### src/rtl/board_matrix_scanner.sv
// Row-scanned bicolour LED driver for the 8x8 bubble board, one board snapshot per frame.
// Optional cursor blink overlay is enabled by defining CURSOR_BLINK_EN.
module board_matrix_scanner #(
  parameter int DIV          = 50000,
  parameter int BLANK        = 2,
  parameter int BLINK_FRAMES = 32
) (
  input  logic        CLK,
  input  logic        reset,
  input  logic [63:0] red,
  input  logic [63:0] blue,
  input  logic [5:0]  cursor,
  input  logic        turn,
  output logic [7:0]  row_sel,
  output logic [7:0]  red_col,
  output logic [7:0]  blue_col,
  output logic        frame_tick
);

  localparam int CW = (DIV > 2) ? $clog2(DIV) : 1;

  logic [CW-1:0] r_cnt, w_cnt_nx;
  logic [2:0]    r_row, w_row_nx;
  logic [63:0]   r_snap_r, r_snap_b;
  logic [63:0]   w_snap_r_nx, w_snap_b_nx;
  logic          r_primed;
  logic          w_wrap, w_frame, w_load;
  logic [7:0]    w_rs, w_rc, w_bc;
  logic [7:0]    r_rs, r_rc, r_bc;
  logic          r_ft;
  logic [5:0]    w_base;

`ifdef CURSOR_BLINK_EN
  localparam int FW = $clog2(BLINK_FRAMES) + 1;
  logic [5:0]    r_cur, w_cur_nx;
  logic          r_turn, w_turn_nx;
  logic [FW-1:0] r_fcnt, w_fcnt_nx;
  logic          r_phase, w_phase_nx;
`else
  logic w_unused;
  assign w_unused = ^{cursor, turn, BLINK_FRAMES[0]};
`endif

  assign row_sel    = r_rs;
  assign red_col    = r_rc;
  assign blue_col   = r_bc;
  assign frame_tick = r_ft;

  always_comb begin
    w_wrap      = (r_cnt == CW'(DIV - 1));
    w_cnt_nx    = w_wrap ? '0 : r_cnt + 1'b1;
    w_row_nx    = w_wrap ? r_row + 3'd1 : r_row;
    w_frame     = w_wrap && (r_row == 3'd7);
    w_load      = w_frame || !r_primed;
    w_snap_r_nx = w_load ? red  : r_snap_r;
    w_snap_b_nx = w_load ? blue : r_snap_b;
    w_base      = {w_row_nx, 3'b000};
    w_rs        = 8'd1 << w_row_nx;
    w_rc        = w_snap_r_nx[w_base +: 8];
    w_bc        = w_snap_b_nx[w_base +: 8];
`ifdef CURSOR_BLINK_EN
    w_cur_nx   = w_load ? cursor : r_cur;
    w_turn_nx  = w_load ? turn : r_turn;
    w_fcnt_nx  = r_fcnt;
    w_phase_nx = r_phase;
    if (w_frame) begin
      if (r_fcnt == FW'(BLINK_FRAMES - 1)) begin
        w_fcnt_nx  = '0;
        w_phase_nx = ~r_phase;
      end else begin
        w_fcnt_nx = r_fcnt + 1'b1;
      end
    end
    // Occupied cursor cell blinks dark; empty one blinks in the mover's colour.
    if (w_phase_nx && (w_cur_nx[5:3] == w_row_nx)) begin
      if (w_rc[w_cur_nx[2:0]] || w_bc[w_cur_nx[2:0]]) begin
        w_rc[w_cur_nx[2:0]] = 1'b0;
        w_bc[w_cur_nx[2:0]] = 1'b0;
      end else if (w_turn_nx) begin
        w_bc[w_cur_nx[2:0]] = 1'b1;
      end else begin
        w_rc[w_cur_nx[2:0]] = 1'b1;
      end
    end
`endif
    if (w_cnt_nx < CW'(BLANK)) begin
      w_rs = '0;
      w_rc = '0;
      w_bc = '0;
    end
  end

  always_ff @(posedge CLK or posedge reset) begin
    if (reset) begin
      r_cnt    <= '0;
      r_row    <= '0;
      r_snap_r <= '0;
      r_snap_b <= '0;
      r_primed <= 1'b0;
      r_rs     <= '0;
      r_rc     <= '0;
      r_bc     <= '0;
      r_ft     <= 1'b0;
`ifdef CURSOR_BLINK_EN
      r_cur    <= '0;
      r_turn   <= 1'b0;
      r_fcnt   <= '0;
      r_phase  <= 1'b0;
`endif
    end else begin
      r_cnt    <= w_cnt_nx;
      r_row    <= w_row_nx;
      r_snap_r <= w_snap_r_nx;
      r_snap_b <= w_snap_b_nx;
      r_primed <= 1'b1;
      r_rs     <= w_rs;
      r_rc     <= w_rc;
      r_bc     <= w_bc;
      r_ft     <= w_frame;
`ifdef CURSOR_BLINK_EN
      r_cur    <= w_cur_nx;
      r_turn   <= w_turn_nx;
      r_fcnt   <= w_fcnt_nx;
      r_phase  <= w_phase_nx;
`endif
    end
  end

endmodule
### config.mk
export PLATFORM = sky130hd
export DESIGN_NAME = board_matrix_scanner
export DESIGN_NICKNAME = d
export VERILOG_FILES = /design/src/rtl/board_matrix_scanner.sv
export SDC_FILE = /design/constraint.sdc
export NUM_CORES = 1
export LEC_CHECK = 0
export CORE_MARGIN = 2
export CORE_UTILIZATION = 30
export CTS_CLUSTER_SIZE = 28
export DETAILED_ROUTE_END_ITERATION = 10
export PLACE_DENSITY = 0.56
export SETUP_SLACK_MARGIN = 0.3
export SKIP_CTS_REPAIR_TIMING = 1
export SLEW_MARGIN = 10
export SYNTH_ARGS = -nofsm -noshare
export SYNTH_HDL_FRONTEND = slang
export SYNTH_SLANG_ARGS = --single-unit
### constraint.sdc
create_clock -name CLK -period 8.4 [get_ports CLK]
set_clock_uncertainty 0.15 [all_clocks]
set_input_delay 1.68 -clock CLK [delete_from_list [all_inputs] [get_ports CLK]]
set_output_delay 1.68 -clock CLK [all_outputs]
set_load 0.05 [all_outputs]
* After elaboration in Yosys (flattened, before gate mapping)
Index checks and enable logic that the tools add are counted.
** Storage, ports and cells
- Flip-flop bits (word level) :: 173
- Bits in latches :: 0
- RAM bits :: 0
- Memory bits (read-only) :: 0
- Bits of input ports :: 137
- Output and inout bits :: 25
- Logic and storage cells :: 27
- Memories kept :: 0
** Cells by class
- Add/subtract/negate cells :: 2
- Multipliers :: 0
- Div/mod/pow operators :: 0
- Magnitude comparators :: 1
- Equality and inequality tests :: 2
- Shifts and indexed selects :: 3
- Muxes and demuxes :: 7
- Bitwise gates (word level) :: 0
- Reductions and logical operators :: 3
** Operators with widths (number)
- 2-to-1 mux 64 bit :: 2
- indexed part select 64 x 7 -> 8 bit :: 2
- 2-to-1 mux 8 bit :: 3
- adder 16 x 1 -> 16 bit (second input constant) :: 1
- == test 16 bit (second input constant) :: 1
- less-than comparator 16 x 2 -> 1 bit (second input constant) :: 1
- 2-to-1 mux 16 bit :: 1
- left shift 1 x 3 -> 8 bit (first input constant) :: 1
- adder 3 x 1 -> 3 bit (second input constant) :: 1
- == test 3 bit (second input constant) :: 1
- 2-to-1 mux 3 bit :: 1
- logical AND 1 bit :: 1
- logical NOT 1 bit :: 1
- logical OR 1 bit :: 1

* Depth between registers and ports, before layout
Gate-level depths: netlist of the first run.
- Depth after elaboration :: 6
- Mapped depth :: 10
- Mapped depth without buffers :: 8

* Least setup slack after synthesis of the first run
Ideal clock, no wire load.
- Path type :: register to register
- From :: register r_cnt[4]
- To :: register r_bc[5], in the netlist blue_col[5]
- Library setup time :: 143 ps
- Arrival :: 2729 ps
- Setup slack :: 5378 ps
- Stages on the path, launching flop included :: 8
- Buffers on the path :: 1
- Period minus slack after synthesis :: 3022 ps
- Cells stage by stage :: dfrtp_1 or4b_4 o41ai_4 buf_4 mux2_2 a21boi_1 a2111oi_0 a31oi_1
** On the way
- Cells in the longest elaborated chain, start to end :: 6
** RTL lines
- start: declaration :: RTL line 22 : logic [CW-1:0] r_cnt, w_cnt_nx;
- start signal: assignment :: RTL line 111 : r_cnt <= w_cnt_nx;
- == test 16 bit :: RTL line 50 : w_wrap = (r_cnt == CW'(DIV - 1));
- logical AND 1 bit :: RTL line 53 : w_frame = w_wrap && (r_row == 3'd7);
- logical OR 1 bit :: RTL line 54 : w_load = w_frame || !r_primed;
- 2-to-1 mux 64 bit :: RTL line 56 : w_snap_b_nx = w_load ? blue : r_snap_b;
- named net w_snap_b_nx[21] :: RTL line 25 : logic [63:0] w_snap_r_nx, w_snap_b_nx;
- indexed part select 64 x 7 -> 8 bit :: RTL line 60 : w_bc = w_snap_b_nx[w_base +: 8];
- 2-to-1 mux 8 bit :: RTL line 86 : if (w_cnt_nx < CW'(BLANK)) begin
- named net w_bc[5] :: RTL line 28 : logic [7:0] w_rs, w_rc, w_bc;
- end signal: assignment :: RTL line 118 : r_bc <= w_bc;
- end: declaration :: RTL line 29 : logic [7:0] r_rs, r_rc, r_bc;
The timed path passes the listed nets, and every way through them passes these cells.

* Worst setup path after layout of the first run
- From :: register r_cnt[4]
- To :: register r_bc[1], in the netlist blue_col[1]
** On the way
- Cells in the longest elaborated chain, start to end :: 6
** RTL lines (RTL line)
- branches (longest 5 deep; another with adder 16 x 1 -> 16 bit)
- 2-to-1 mux 8 bit * :: 86
- named net w_bc[1] :: 28
Mark *: on every way through the listed nets, which the timed path passes.

==> results of run 1 <==
## layer usage
| layer | routed length [µm] | part of all wire, % |
|---|---|---|
| met2 | 10500 | 47 |
| met1 | 9920 | 45 |
| met5 | 33 | 0.15 |
| met3 | 1510 | 6.8 |
| met4 | 302 | 1.4 |
## where the power goes
part	switching, mW	total (mW)	internal (mW)
logic	0.120	0.251	0.131
clock network	0.379	0.805	0.426
registers	0.0210	0.920	0.899
## final timing paths
check / from / endpoint / slack [ps] / cells past startpoint
max: r_cnt[4] / blue_col[1] / 4140 / 7
min: r_snap_b[46] / r_snap_b[46] / 320 / 2
max reg2reg: r_cnt[4] / blue_col[1] / 4140 / 7
min reg2reg: r_snap_b[46] / r_snap_b[46] / 320 / 2
max in group asynchronous: reset / blue_col[7] / 4900 / 3
min in group asynchronous: reset / r_snap_r[50] / 1690 / 2
## worst max-delay path: stages (launching register included)
cell	delay (ps)
dfrtp_1	440
or4b_4	610
o41ai_4	330
buf_4	610
buf_4	900
a211oi_1	150
a2111oi_0	630
a31oi_1	180
## sequential cells by signal, summed over array words and instances, names as in the netlist
name	count
r_cnt	16
r_primed	1
r_row	3
red_col	8
row_sel	8
r_snap_r	64
r_snap_b	64
frame_tick	1
blue_col	8
## Yosys cell counts, types with 6 or more instances
library cell    n  area (µm²)
and2_1         14        87.6
buf_4           6        45.0
nand2_1       110         413
a41oi_1        10        87.6
o21ai_0        14        70.1
nand3_1         9        45.0
nor2b_1        15        93.8
mux2_2        122        1370
nor2_1         19        71.3
xor2_1          6        52.6
dfrtp_1       173        4330
a31oi_1         7        43.8
nor3_1          7        35.0
a211oi_1        6        45.0
clkbuf_1       17        63.8
a2111oi_0       6        52.6
a21oi_1         6        30.0
buf_2          14        70.1
a21boi_0       11        82.6
a22oi_1        51         383
xnor2_1         8        70.1
nand4_1         7        43.8
## cells by family after synthesis
group	share of synthesized area [%]
simple gates	12.4
flops	54.2
mux	17.7
compound gates	10.9
buf+inv	2.66
xor+xnor	1.53
fa+ha+maj	0.470
other cells	0.0469
## final cells by class
| class | count | area share [%] |
|---|---|---|
| clock buffers | 17 | 4.07 |
| inverters | 5 | 0.228 |
| clock inverters | 15 | 1.67 |
| multi-input cells | 464 | 33.0 |
| flip-flops and latches | 173 | 41.5 |
| repair buffers | 164 | 15.5 |
| well taps | 335 | 4.01 |
| diodes | 2 | 0.0479 |
## per-stage QoR
stage	cell area (µm²)	setup slack [ps]	utilization, %
floorplan	7990	1880	-
global placement	9840	4080	37.7
detailed placement	9840	4010	37.7
CTS	10400	4000	39.9
global route	10400	3930	39.9
finish	10400	4140	40.0
==> results.toml, run 1 <==
[sta]
worst_slew_pin_slew_ps = 1170
slew_violations = 0
setup_viol = 0
worst_hold_slack_ps = 315
finalCritPeriodShare_pct = 50.7
layout_min_cycle_time_ps = 4260
maxSlewHeadroom_pct = 22.0
setup_tns_ps = 0
rsz0062_at_grt = "no"
final_hold_viol_count = 0
fmaxAchievable_mhz = 235

[global_routing]
antenna_found_initial = 5
grt_pass1_vias = 5906
grt_util_met2_pct = 26.3
grt_util_met1_pct = 20.8
globalRouteMet3Util_pct = 5.46
grt_usage_pct = 16.2
grt-busiest-layer = "met2"
overflow = 0
grt_pass1_wl_um = 34500
grt_start_max_net_pins = 105

[critical_path]
worstPathRequired_ps = 8520
cp-start-kind = "flop"
critical_path.max_fanout = 83
worst_setup_path_end_kind = "flop"
arrival_ps = 4380
worst-setup-path-type = "reg -> reg"

[final_layout]
final_cells = 1175
final_common_cell = "dfrtp_1"
register_area_mm2 = 0.00433
layout_common_cells = "173 x dfrtp_1, 154 x clkdlybuf4s50_1, 122 x mux2_2"
area_growth_pct = 30.7
nFillCells = 2608
multi_input_area_mm2 = 0.00345
drive_gt1_share_pct = 20.8
fin_nets = 965

[logic_synthesis]
yosysWarningCount = 0
async_reset_ff_share_pct = 100
synth_ff_type = "dfrtp_1"
synth_fp_nets = 821
ys_seq_elements = 173
netlist_area_mm2 = 0.00799
ys_seq_area_share_pct = 54.2
synthCells = 681
synth_edf_count = 0
synth_cell_types = 47
syn-mean-instance-area_um2 = 11.7

[floorplan]
die_h_um = 167
core_mm2 = 0.0261
die-area_mm2 = 0.0280
start_util_pct = 30.6
io-pin-count = 162
rows = 59
die_x_um = 167

[clock_tree]
htreeDepth = 4
clock_sinks = 173
worstSkewPairLatency_ps = 430
numCtsBuffers = 17
clk_path_buf_depth = 2
cts_tree = "built"
path_clk_slew_ps = 70
cts_root_buf = "clkbuf_16"

[power_and_ir_drop]
p_total_mw = 1.98
leakage_nw = 4.35
cellPowerDensity_mw_per_mm2 = 189
peakVddDrop_uv = 98.4

[detailed_routing]
wire_per_inst_um = 19.0
ant_nets = 0
vias = 5747
vias_per_cell = 4.89
drc_errors = 10
drt-initial-drc-count = 319
routed_wl_um = 22300
drt_first_pass_iters = 7

[placement]
portBuffers = 154
dp_cells = 1141
hpwlAfterDp_um = 15400
place_congestion = 0.787

[run_status]
violations = "DRC"
outcome = "finished with violations"

[run]
cap_violations = 0

[worst_hold_path]
hold_path_class = "reg -> reg"
(Power assumes the default switching activity.)
==> run 2: changes to the inputs <==
--- a/config.mk
+++ b/config.mk
@@ -9,7 +9,7 @@
 export CORE_UTILIZATION = 30
 export CTS_CLUSTER_SIZE = 28
 export DETAILED_ROUTE_END_ITERATION = 10
-export PLACE_DENSITY = 0.56
+export PLACE_DENSITY = 0.58
 export SETUP_SLACK_MARGIN = 0.3
 export SKIP_CTS_REPAIR_TIMING = 1
 export SLEW_MARGIN = 10
==> constraint.sdc (replaced) <==
create_clock -name CLK -period 3.5 [get_ports CLK]
set_clock_uncertainty 0.15 [all_clocks]
set_input_delay 0.7 -clock CLK [delete_from_list [all_inputs] [get_ports CLK]]
set_output_delay 0.7 -clock CLK [all_outputs]
set_load 0.05 [all_outputs]
==> results.toml, run 2 (same netlist as run 1, synthesis figures left out) <==
[sta]
worst_slew_pin_slew_ps = 681
slew_violations = 0
fmaxAchievable_mhz = 321
rsz0062_at_grt = "no"
finalWorstSetupSlack_ps = 381
setup_viol = 0
worst_hold_slack_ps = 311
final_hold_viol_count = 0
maxSlewHeadroom_pct = 54.2
setup_tns_ps = 0
finalCritPeriodShare_pct = 89.1
layout_min_cycle_time_ps = 3120

[worst_hold_path]
whs_path_depth = 2
worstHoldEndpoint = "r_snap_r[13]"
hold_path_class = "reg -> reg"
worstHoldStart = "r_snap_r[13]"

[clock_tree]
numCtsBuffers = 17
path_clk_slew_ps = 70
cts_tree = "built"
clk_path_buf_depth = 2
cts_root_buf = "clkbuf_16"
clock_sinks = 173
worstSkewPairLatency_ps = 420
htreeDepth = 4

[final_layout]
reg_top3 = "r_snap_b (64), r_snap_r (64), r_cnt (16)"
layout_common_cells = "171 x dfrtp_1, 154 x clkdlybuf4s50_1, 122 x mux2_2"
utilization_pct = 42.1
final_cells = 1214
fin_nets = 1004
area_growth_pct = 37.6
final_common_cell = "dfrtp_1"
design_area_mm2 = 0.0110
drive_gt1_share_pct = 26.7

[critical_path]
regToRegEndpoint = "red_col[1]"
cpPeakStageDelay_ps = 500
path_cells = "ha_4, ha_2, nand4_1, o41ai_4, clkbuf_16, mux2_2, a21boi_0, a2111oi_2, buf_4, a31oi_1"
worst_setup_path_end_kind = "flop"
rr_startpoint = "r_row[1]"
crit_slowest_cell = "o41ai_4"
worstPathRequired_ps = 3650
critical_path.max_fanout = 7
cp-start-kind = "flop"
rrSetupSlack_ps = 380
rr_worst_depth = 10
arrival_ps = 3270
worst-setup-path-type = "reg -> reg"

[detailed_routing]
drt_first_pass_iters = 8
ant_nets = 0
drc_errors = 16
drt-initial-drc-count = 327
vias = 5971
vias_per_cell = 4.92
wire_per_inst_um = 18.6
routed_wl_um = 22500

[global_routing]
grt_usage_pct = 15.9
grt_pass1_wl_um = 34200
antenna_found_initial = 4
grt_pass1_vias = 6068
overflow = 0
grt_start_max_net_pins = 59

[placement]
placed_cell_area_mm2 = 0.0101
dp_cells = 1165
portBuffers = 154
hpwlAfterDp_um = 15900
dp_slack_ps = 88.5
place_congestion = 0.799

[power_and_ir_drop]
p_total_mw = 4.82
cellPowerDensity_mw_per_mm2 = 439
peakVddDrop_uv = 273
leakage_nw = 4.58

[run_status]
violations = "DRC"
outcome = "finished with violations"

[floorplan]
die_h_um = 167
die-area_mm2 = 0.0280
io-pin-count = 162
rows = 59
start_util_pct = 30.6
core_mm2 = 0.0261
die_x_um = 167

[run]
cap_violations = 0
==> run 2: cell types whose count changed in the layout (fill, tap and decap cells not counted), sizes merged <==
cell / previous run / this run
buf: 10 / 48
bufinv: 1 / 2
clkbuf: 17 / 19
clkinv: 6 / 2
clkinvlp: 0 / 3
inv: 13 / 12
==> run 2: per-layer routing <==
layer	GRT usage (%)	up-vias	part of all wire, %
li1	-	2825	-
met1	19.9	2975	43
met2	27.0	152	50
met3	4.92	15	5.9
met4	3.55	4	1.3
met5	0	-	0.11
==> run 2: layout make-up <==
type                       instances  area, µm²
antenna                            2       5.00
tap                              335        419
inverter                           5       22.5
sequential                       173       4330
fill                            2474      15100
clock buffer                      18        439
clock inverter                    14        174
timing repair buffer             203       2050
multi-input combinational        464       3550
==> run 2: worst max-delay path by stage <==
stage,from,end,slack [ps],depth (start not counted)
6_report,r_row[1],red_col[1],380,10
5_1_grt,r_row[1],red_col[1],240,11
4_1_cts,r_cnt[7],red_col[1],60,8
3_5_place_dp,r_cnt[12],red_col[1],90,8
3_3_place_gp,r_cnt[7],red_col[1],70,8
2_1_floorplan,reset,blue_col[0],440,1
==> run 2: report_power, final <==
part	switching (mW)	internal (mW)	leakage, nW
Combinational	0.296	0.343	2.20
Clock	0.870	1.10	0.297
Sequential	0.0525	2.16	2.08
Total	1.22	3.60	4.58
==> run 2: critical path, delay by kind of cell, from the launching register on <==
kind	cells	cell delay, ps
DFF	1	450
muxes	1	340
and+or+nand+nor	1	170
buffers and inverters	2	430
AOI/OAI and AO/OA	4	1150
adders and majority gates	2	300
==> run 3: changes to the inputs <==
--- a/config.mk
+++ b/config.mk
@@ -16,3 +16,4 @@
 export SYNTH_ARGS = -nofsm -noshare
 export SYNTH_HDL_FRONTEND = slang
 export SYNTH_SLANG_ARGS = --single-unit
+export TNS_END_PERCENT = 10
==> results.toml, run 3 (same netlist as run 1, synthesis figures left out) <==
[run_status]
outcome = "finished with violations"
violations = "DRC"

[power_and_ir_drop]
leakage_nw = 4.58
cellPowerDensity_mw_per_mm2 = 439
peakVddDrop_uv = 273

[detailed_routing]
drc_errors = 16
drt_first_pass_iters = 8
drt-initial-drc-count = 287
wire_per_inst_um = 18.5
vias_per_cell = 4.93
routed_wl_um = 22500
ant_nets = 0
vias = 5981

[run]
cap_violations = 0

[critical_path]
worstPathRequired_ps = 3650
arrival_ps = 3280
regToRegEndpoint = "red_col[1]"
worst_setup_path_end_kind = "flop"
cp-start-kind = "flop"
worst-setup-path-type = "reg -> reg"
worstSetupEndpoint = "red_col[1]"
crit_start = "r_row[1]"
rrSetupSlack_ps = 370
critical_path.max_fanout = 7
rr_worst_depth = 10
rr_startpoint = "r_row[1]"

[sta]
finalWorstSetupSlack_ps = 374
finalCritPeriodShare_pct = 89.3
final_hold_viol_count = 0
setup_viol = 0
setup_tns_ps = 0
worst_slew_pin_slew_ps = 693
maxSlewHeadroom_pct = 53.3
slew_violations = 0
fmaxAchievable_mhz = 320
rsz0062_at_grt = "yes"
layout_min_cycle_time_ps = 3130

[clock_tree]
cts_root_buf = "clkbuf_16"
cts_tree = "built"
clock_sinks = 173
numCtsBuffers = 17
clk_path_buf_depth = 2
path_clk_slew_ps = 70
htreeDepth = 4
worstSkewPairLatency_ps = 420

[placement]
hpwlAfterDp_um = 15900
place_congestion = 0.799
dp_cells = 1165
dp_slack_ps = 88.5
portBuffers = 154

[floorplan]
rows = 59
die-area_mm2 = 0.0280
start_util_pct = 30.6
die_x_um = 167
core_mm2 = 0.0261
die_h_um = 167
io-pin-count = 162

[final_layout]
final_common_cell = "dfrtp_1"
final_cells = 1214
multi_input_area_mm2 = 0.00353
layout_common_cells = "171 x dfrtp_1, 154 x clkdlybuf4s50_1, 122 x mux2_2"
register_area_mm2 = 0.00433
reg_top3 = "r_snap_b (64), r_snap_r (64), r_cnt (16)"
fin_nets = 1004
drive_gt1_share_pct = 26.5
area_growth_pct = 37.3
nFillCells = 2475

[worst_hold_path]
hold_path_class = "reg -> reg"

[global_routing]
grt_pass1_vias = 6068
grt_start_max_net_pins = 59
grt_usage_pct = 15.9
overflow = 0
grt_pass1_wl_um = 34200
antenna_found_initial = 4
==> run 3: cell count changes in the layout (fill, tap and decap cells not counted) <==
cell / before / now
nor2_4: 1 / 0
nand4bb_2: 2 / 1
nor2_2: 1 / 2
mux2i_4: 2 / 1
nand2_2: 4 / 3
nand4bb_1: 0 / 1
mux2i_2: 0 / 1
nand2_1: 106 / 107
==> run 3: report_power, final <==
| group | internal [mW] | total [mW] | leakage (nW) | switching, mW |
|---|---|---|---|---|
| registers | 2.16 | 2.21 | 2.08 | 0.0524 |
| logic | 0.342 | 0.638 | 2.19 | 0.296 |
| clock network | 1.10 | 1.97 | 0.297 | 0.868 |
| total | 3.60 | 4.82 | 4.58 | 1.22 |
==> run 3: area by class of cell <==
type | count | area share, %
inverter | 5 | 0.205
timing repair buffer | 203 | 18.7
tap | 335 | 3.82
sequential | 173 | 39.5
clock buffer | 18 | 4.00
multi-input combinational | 464 | 32.2
clock inverter | 14 | 1.58
antenna | 2 | 0.0456
==> run 3: critical path, cell delays in order (launching register included) <==
cell	delay, ps
dfrtp_2	450
ha_4	150
ha_2	160
nand4_1	170
o41ai_4	500
clkbuf_16	250
mux2_2	340
a21boi_0	140
a2111oi_2	450
buf_4	180
a31oi_1	60
==> run 3: per-stage QoR <==
step | utilization, % | cell area, µm² | hold WS, ps | power [mW]
after floorplan | - | 7990 | 283 | 2.58
after global placement | 38.7 | 10100 | 295 | 2.86
after detailed placement | 38.7 | 10100 | 300 | 2.88
after CTS | 41.1 | 10700 | 316 | 4.86
after global routing | 42.0 | 11000 | 334 | 5.02
final | 42.0 | 11000 | 311 | 4.82
==> run 3: worst min path at each step <==
stage	endpoint	startpoint	depth (start not counted)	slack (ps)
6_report	r_snap_r[13]	r_snap_r[13]	2	310
5_1_grt	r_snap_b[4]	r_snap_b[4]	2	330
4_1_cts	r_snap_b[10]	r_snap_b[10]	2	320
3_5_place_dp	r_snap_b[10]	r_snap_b[10]	2	300
3_3_place_gp	r_snap_b[12]	r_snap_b[12]	2	300
2_1_floorplan	r_snap_b[10]	r_snap_b[10]	2	280
==> run 3: layer usage <==
layer | track usage (%) | share of wire (%) | vias to the layer above
met5 | 0 | 0.11 | -
met2 | 27.0 | 50 | 144
li1 | - | - | 2823
met1 | 19.9 | 43 | 2995
met4 | 3.55 | 1.3 | 4
met3 | 4.92 | 5.8 | 15
